===== src/rtl/board_pkg.sv =====
// Shared constants and types for the board-mark overlay: colours, cell codes, video beat.
package board_pkg;

  localparam int unsigned COORD_W = 11;
  localparam int unsigned RGB_W   = 12;
  localparam int unsigned CODE_W  = 2;

  localparam logic [RGB_W-1:0] BLUE   = 12'h00f;
  localparam logic [RGB_W-1:0] YELLOW = 12'hff0;
  localparam logic [RGB_W-1:0] WHITE  = 12'hfff;

  // Per-cell occupancy code; reserved renders as empty.
  typedef enum logic [CODE_W-1:0] {
    CELL_EMPTY = 2'd0,
    CELL_P0    = 2'd1,
    CELL_P1    = 2'd2,
    CELL_RSVD  = 2'd3
  } cell_code_e;

  // One pixel's worth of timing and colour travelling down the pipeline.
  typedef struct packed {
    logic [COORD_W-1:0] hcount;
    logic [COORD_W-1:0] vcount;
    logic               hsync;
    logic               hblnk;
    logic               vsync;
    logic               vblnk;
    logic [RGB_W-1:0]   rgb;
  } vid_beat_t;

  // Colour of a cell given its code, win flag and whether winners currently flash white.
  function automatic logic [RGB_W-1:0] mark_colour(input cell_code_e       code,
                                                   input logic             win,
                                                   input logic             win_white,
                                                   input logic [RGB_W-1:0] bg);
    logic [RGB_W-1:0] colour;
    colour = bg;
    case (code)
      CELL_P0: colour = (win && win_white) ? WHITE : BLUE;
      CELL_P1: colour = (win && win_white) ? WHITE : YELLOW;
      default: colour = bg;
    endcase
    return colour;
  endfunction

endpackage


===== src/rtl/grid_index_decode.sv =====
// Maps one screen coordinate to a cell index along one axis using constant comparators only.
module grid_index_decode
  import board_pkg::*;
#(
  parameter int unsigned N     = 3,
  parameter int unsigned CELL  = 338,
  parameter int unsigned ORG   = 0,
  parameter int unsigned IDX_W = 2
) (
  input  logic [COORD_W-1:0] coord_i,
  output logic [IDX_W-1:0]   idx_o_c,
  output logic               hit_o_c
);

  // Unrolled range compare; bounds fold to constants at elaboration.
  always_comb begin
    idx_o_c = '0;
    hit_o_c = 1'b0;
    for (int unsigned c = 0; c < N; c++) begin
      if ((32'(coord_i) >= ORG + c * CELL) && (32'(coord_i) < ORG + (c + 1) * CELL)) begin
        idx_o_c = IDX_W'(c);
        hit_o_c = 1'b1;
      end
    end
  end

endmodule


===== src/rtl/draw_board_marks.sv =====
// Overlays player marks on a GRID_N x GRID_N board with a fixed two-cycle pipeline.
// Define DRAW_BOARD_MARKS_WIN_BLINK_EN to make winning cells blink between player
// colour and white; otherwise winning cells are solid white.
module draw_board_marks
  import board_pkg::*;
#(
  parameter int unsigned GRID_N       = 3,
  parameter int unsigned CELL_W       = 338,
  parameter int unsigned CELL_H       = 253,
  parameter int unsigned X0           = 0,
  parameter int unsigned Y0           = 8,
  parameter int unsigned BLINK_FRAMES = 30
) (
  input  logic                         pclk,
  input  logic                         rst,
  input  logic [COORD_W-1:0]           hcount_in,
  input  logic [COORD_W-1:0]           vcount_in,
  input  logic                         hsync_in,
  input  logic                         hblnk_in,
  input  logic                         vsync_in,
  input  logic                         vblnk_in,
  input  logic [RGB_W-1:0]             rgb_in,
  input  logic                         start_en,
  input  logic                         choice_en,
  input  logic [2*GRID_N*GRID_N-1:0]   cell_state,
  input  logic [GRID_N*GRID_N-1:0]     win_mask,
  output logic [COORD_W-1:0]           hcount_out,
  output logic [COORD_W-1:0]           vcount_out,
  output logic                         hsync_out,
  output logic                         hblnk_out,
  output logic                         vsync_out,
  output logic                         vblnk_out,
  output logic [RGB_W-1:0]             rgb_out
);

  localparam int unsigned NCELL   = GRID_N * GRID_N;
  localparam int unsigned STATE_W = CODE_W * NCELL;
  localparam int unsigned IDX_W   = 2;
  localparam int unsigned FCNT_W  = 8;

  // Frame count must fit the counter; an out-of-range value leaves this block empty but visible.
  if (BLINK_FRAMES < 1 || BLINK_FRAMES > 255) begin : g_blink_frames_out_of_range
  end

  vid_beat_t            in_beat_c;
  vid_beat_t            s1_beat_q;
  vid_beat_t            s2_beat_q;
  vid_beat_t            s2_beat_d;
  logic [IDX_W-1:0]     col_c, row_c;
  logic                 col_hit_c, row_hit_c;
  logic [IDX_W-1:0]     s1_col_q, s1_row_q;
  logic                 s1_inb_q, s1_en_q;
  logic                 draw_en_c;
  logic                 vblnk_rise_c;
  logic [STATE_W-1:0]   shadow_state_q, shadow_state_d;
  logic [NCELL-1:0]     shadow_win_q, shadow_win_d;
  logic                 win_white_c;
  cell_code_e           cell_code_c;
  logic                 cell_win_c;

  assign in_beat_c = '{hcount: hcount_in, vcount: vcount_in, hsync: hsync_in,
                       hblnk: hblnk_in, vsync: vsync_in, vblnk: vblnk_in, rgb: rgb_in};

  assign draw_en_c    = start_en & ~choice_en;
  assign vblnk_rise_c = vblnk_in & ~s1_beat_q.vblnk;

  grid_index_decode #(.N(GRID_N), .CELL(CELL_W), .ORG(X0), .IDX_W(IDX_W)) u_col_decode (
    .coord_i (hcount_in),
    .idx_o_c (col_c),
    .hit_o_c (col_hit_c)
  );

  grid_index_decode #(.N(GRID_N), .CELL(CELL_H), .ORG(Y0), .IDX_W(IDX_W)) u_row_decode (
    .coord_i (vcount_in),
    .idx_o_c (row_c),
    .hit_o_c (row_hit_c)
  );

  // Stage 1: register the incoming beat with its decoded cell position.
  always_ff @(posedge pclk) begin
    if (!rst) begin
      s1_beat_q <= '0;
      s1_col_q  <= '0;
      s1_row_q  <= '0;
      s1_inb_q  <= 1'b0;
      s1_en_q   <= 1'b0;
    end else begin
      s1_beat_q <= in_beat_c;
      s1_col_q  <= col_c;
      s1_row_q  <= row_c;
      s1_inb_q  <= col_hit_c & row_hit_c;
      s1_en_q   <= draw_en_c;
    end
  end

  // Shadow copies of board state refresh only at the start of vertical blanking.
  always_comb begin
    shadow_state_d = shadow_state_q;
    shadow_win_d   = shadow_win_q;
    if (vblnk_rise_c) begin
      shadow_state_d = cell_state;
      shadow_win_d   = win_mask;
    end
  end

  // Shadow register update.
  always_ff @(posedge pclk) begin
    if (!rst) begin
      shadow_state_q <= '0;
      shadow_win_q   <= '0;
    end else begin
      shadow_state_q <= shadow_state_d;
      shadow_win_q   <= shadow_win_d;
    end
  end

`ifdef DRAW_BOARD_MARKS_WIN_BLINK_EN
  logic              vsync_rise_c;
  logic [FCNT_W-1:0] frame_cnt_q, frame_cnt_d;
  logic              blink_phase_q, blink_phase_d;

  assign vsync_rise_c = vsync_in & ~s1_beat_q.vsync;

  // Frame counter toggles the blink phase every BLINK_FRAMES vsyncs; idle while drawing is off.
  always_comb begin
    frame_cnt_d   = frame_cnt_q;
    blink_phase_d = blink_phase_q;
    if (!draw_en_c) begin
      frame_cnt_d   = '0;
      blink_phase_d = 1'b0;
    end else if (vsync_rise_c) begin
      if (frame_cnt_q == FCNT_W'(BLINK_FRAMES - 1)) begin
        frame_cnt_d   = '0;
        blink_phase_d = ~blink_phase_q;
      end else begin
        frame_cnt_d = frame_cnt_q + FCNT_W'(1);
      end
    end
  end

  // Blink state register.
  always_ff @(posedge pclk) begin
    if (!rst) begin
      frame_cnt_q   <= '0;
      blink_phase_q <= 1'b0;
    end else begin
      frame_cnt_q   <= frame_cnt_d;
      blink_phase_q <= blink_phase_d;
    end
  end

  assign win_white_c = blink_phase_q;
`else
  assign win_white_c = 1'b1;
`endif

  // Pick the shadowed code and win flag of the cell under the stage-1 pixel, then compose colour.
  always_comb begin
    cell_code_c = CELL_EMPTY;
    cell_win_c  = 1'b0;
    s2_beat_d   = s1_beat_q;
    for (int unsigned r = 0; r < GRID_N; r++) begin
      for (int unsigned c = 0; c < GRID_N; c++) begin
        if (s1_row_q == IDX_W'(r) && s1_col_q == IDX_W'(c)) begin
          cell_code_c = cell_code_e'(shadow_state_q[CODE_W*(r*GRID_N+c) +: CODE_W]);
          cell_win_c  = shadow_win_q[r*GRID_N+c];
        end
      end
    end
    if (s1_en_q && s1_inb_q) begin
      s2_beat_d.rgb = mark_colour(cell_code_c, cell_win_c, win_white_c, s1_beat_q.rgb);
    end
  end

  // Stage 2: final output register.
  always_ff @(posedge pclk) begin
    if (!rst) begin
      s2_beat_q <= '0;
    end else begin
      s2_beat_q <= s2_beat_d;
    end
  end

  assign hcount_out = s2_beat_q.hcount;
  assign vcount_out = s2_beat_q.vcount;
  assign hsync_out  = s2_beat_q.hsync;
  assign hblnk_out  = s2_beat_q.hblnk;
  assign vsync_out  = s2_beat_q.vsync;
  assign vblnk_out  = s2_beat_q.vblnk;
  assign rgb_out    = s2_beat_q.rgb;

endmodule


===== config.mk =====
export PLATFORM = sky130hd
export DESIGN_NAME = draw_board_marks
export DESIGN_NICKNAME = d
export VERILOG_FILES = /design/src/rtl/board_pkg.sv /design/src/rtl/grid_index_decode.sv /design/src/rtl/draw_board_marks.sv
export SDC_FILE = /design/constraint.sdc
export NUM_CORES = 1
export LEC_CHECK = 0
export CAP_MARGIN = 20
export CORE_ASPECT_RATIO = 1.5
export CORE_MARGIN = 8
export CORE_UTILIZATION = 60
export CTS_CLUSTER_SIZE = 16
export DETAILED_ROUTE_END_ITERATION = 6
export DONT_BUFFER_PORTS = 1
export PLACE_DENSITY = 0.84
export SLEW_MARGIN = 20
export SYNTH_ARGS = -nofsm -noshare
export SYNTH_HDL_FRONTEND = slang
export SYNTH_SLANG_ARGS = --single-unit

===== constraint.sdc =====
create_clock -name pclk -period 3.6 [get_ports pclk]
set_clock_uncertainty 0.2 [all_clocks]
set_input_delay 0.72 -clock pclk [delete_from_list [all_inputs] [get_ports pclk]]
set_output_delay 0.72 -clock pclk [all_outputs]
set_load 0.01 [all_outputs]

==> summary.md <==
| Metric | Value |
|---|---|
| Status | `completed` |
| Max stage delay on crit path | `0.58 ns` |
| Final Cycle Share | `85.0%` |
| Num ports | `107` |
| Post-synthesis compound-gate area fraction | `15.1%` |
| Non-filler cells, final | `475` |
| Synth Area in Adders | `0.635%` |
| Hold_buf cts | `0` |
| Share of cells above drive strength 1 | `6.77%` |
| Inst Count DP | `459` |
| Sw frac | `23.2%` |
| Drt wl/cell | `16.4 µm` |
| Final net count | `465` |
| First-pass GRT wire length | `11,800 µm` |
| Multiplexer share of the synthesized area | `0.762%` |
| Clock latency on the worst-skew pair | `0.37 ns` |
| P_int | `1.60 mW` |
| Crit path kind | `flip-flop to flip-flop` |
| Fin crit period | `3.06 ns` |
| Crit path cell chain | `nand2b_1, nor2_1, a22oi_1, o221ai_1, ha_1, and3b_2, nand2_1, o21ai_2, o22ai_1` |
| Worst EP arrival | `3.10 ns` |
| Post-DP HPWL | `5770 µm` |
| H-tree depth | `3` |
| Die ar. | `0.00947 mm²` |
| CP max stage cell | `dfxtp_1` |
| Async set or reset register ratio after synthesis | `0%` |
| Initial antenna violation count | `0` |
| Leakage power | `1.54 nW` |
| Synthesized Nets | `479` |
| Mapped cell area | `0.00394 mm²` |
| DRC | `0` |
| Die Ht | `115 µm` |
| Comb power frac | `5.8%` |
| RePlAce Congestion | `0.924` |
| HP Class | `flip-flop to flip-flop` |
| TritonCTS clock tree | `yes` |
| Ranking of synthesized cells by area | `dfxtp_1 55%, and2_1 10%, nand2_1 5.6%` |
| Final TNS setup | `0 ns` |
| Max VDD drop | `0.000381 V` |
| Post-Synth Simple-Gate Area | `24.5%` |
| Highest clock rate | `0.327 GHz` |
| DR iter-0 viols | `191` |
| Total GRT Usage | `16.7%` |
| Count of cell types in the netlist | `49` |
| Vias | `2,635` |
| Post-CTS setup buffer count | `0` |
| Post-synth EDFFs | `0` |
| Area occupied by multi-input gates | `0.00162 mm²` |
| Core box area | `0.00644 mm²` |
| Slew headroom | `32.1%` |
| Largest family of logic cells by synthesized area | `simple AND/OR/NAND/NOR gates` |
| Grt total ovfl | `0` |
| Yosys warnings | `0` |
| Hold slack | `0.236 ns` |
| Number of global-route vias before repair | `2,508` |
| Total power | `2.08 mW` |
| Commonest register cell after synthesis | `dfxtp_1` |
| Most common cell after layout, fill and taps aside | `dfxtp_1` |
| Mapped Avg Cell Area | `9.66 µm²` |
| Largest net degree at the start of global routing | `99` |
| Reg power frac | `62.6%` |
| Reg clk slew, reported paths | `0.09 ns` |
| Dpl cell area | `0.00392 mm²` |
| N_diodes | `0` |
| Final number of setup-violating endpoints | `0` |
| Reg area | `0.00218 mm²` |
| Port buffer count | `0` |
| Critical Path Sink Type | `flip-flop` |
| Sw power | `0.483 mW` |
| Area grow syn2layout | `4.03%` |
| CP startpoint kind | `flip-flop` |
| Pre-antenna DRT Iters | `4` |
| Max_cap viols | `0` |
| Crit-path leading delay family | `simple AND/OR/NAND/NOR gates` |
| Clock sink total | `109` |
| Die width | `82.2 µm` |
| Power Density | `508 mW/mm²` |
| FP Rows | `36` |
| Share of the synthesized area in the top cell type | `55.4%` |
| Initial core utilization | `61.2%` |
| DRT antenna net count | `0` |
| Post-Synth XOR/XNOR Area | `0%` |
| Vias per std cell | `5.55` |
| Req. time, crit path | `3.64 ns` |
| Setup repair after global routing missed its margin | `no` |
| Max Root-Sink Buffers | `2` |
| Max Slew Vio Count | `0` |
| Worst Max-Slew Pin Slew | `1.01 ns` |
| Buf+Inv Stages, Crit Path | `0` |
| Number of buffers created by CTS | `9` |
| Fillers | `549` |
| Final WL | `7790 µm` |
| Register area share after synthesis | `55.4%` |
| Synth area leader | `dfxtp_1` |
| Post-cts resize count | `0` |
| CP Max Fanout | `15` |
| CTS root buffer | `clkbuf_8` |
| Final Instance Area | `0.00410 mm²` |
| Commonest cells after routing, fill and taps aside | `109 x dfxtp_1, 65 x and2_1, 59 x nand2_1` |
| Number of synthesized register bits | `109` |
| Mapped Cells | `408` |
| Clock network power share | `31.6%` |
| Fin. Hold Viols | `0` |
-- final timing paths --
kind              slack, ns          start         end  cells after the start
setup reg to reg       0.54    s1_row_q[0]  rgb_out[9]                      9
setup / recovery       0.54    s1_row_q[0]  rgb_out[9]                      9
hold reg to reg        0.24  s1_beat_q[14]   hblnk_out                      1
hold / removal         0.24  s1_beat_q[14]   hblnk_out                      1
-- per-stage QoR --
stage          utilization, %  setup slack [ns]
6_report                 63.7             0.539
5_1_grt                  63.7             0.231
4_1_cts                  63.6             0.404
3_5_place_dp             60.9             0.442
3_3_place_gp             60.9             0.563
2_1_floorplan               -              1.01
-- area by class of cell --
type	instances	share of cell area (%)
Clock inverter	5	0.854
Multi-Input combinational cell	268	39.5
Clock buffer	11	3.45
Sequential cell	109	53.2
Tap cell	76	2.32
Timing Repair Buffer	1	0.183
Inverter	5	0.458
-- power by group through the flow --
stage               registers, mW  logic, mW  clock network [mW]
finish                       1.30      0.121               0.657
global route                 1.31      0.138               0.733
CTS                          1.30      0.123               0.678
floorplan                    1.32      0.119                   0
detailed placement           1.33      0.122                   0
global placement             1.33      0.118                   0
-- registers in the layout (all words and copies together) (netlist names) --
| register | flops |
|---|---|
| s1_col_q | 2 |
| hblnk_out | 1 |
| rgb_out | 12 |
| hcount_out | 11 |
| s1_beat_q | 38 |
| vsync_out | 1 |
| vblnk_out | 1 |
| shadow_state_q | 18 |
| s1_inb_q | 1 |
| shadow_win_q | 9 |
| s1_row_q | 2 |
| vcount_out | 11 |
| s1_en_q | 1 |
| hsync_out | 1 |
-- synthesized netlist by cell type (2+ instances only) --
master and instances:
dfxtp_1 109, and2_1 65, nand2_1 59, a21boi_0 27, nor2_1 18, clkbuf_1 17, o22ai_1 14, a21oi_1 7
o21ai_0 7, buf_2 6, nand2b_1 6, nand3b_1 6, inv_1 5, nand3_1 4, nor2b_1 4, and3b_1 3
mux2i_1 3, nand4_1 3, nor3_1 3, o21ai_1 3, a21o_1 2, a22oi_1 2, buf_6 2, ha_1 2
nor3b_1 2, o21a_1 2, o21ai_2 2, o221a_2 2, o221ai_1 2, or3b_1 2
-- metal layers --
layer  part of all wire, %  global-route usage [%]  up-vias
met5                     0                       0        -
met3                   8.1                    6.26       19
li1                      -                       -     1335
met2                    53                    28.9       78
met1                    36                    15.9     1203
met4                   3.4                    10.6        0
-- kinds of logic (layout without fill, tap and decap cells) --
kind of cell    Yosys count  count (layout)
buf+inv                  31              22
fa+ha+maj                 2               2
simple gates            181             181
mux                       3               3
flops                   109             109
compound gates           82              82
Note: power is estimated with default switching activity, not from simulation.
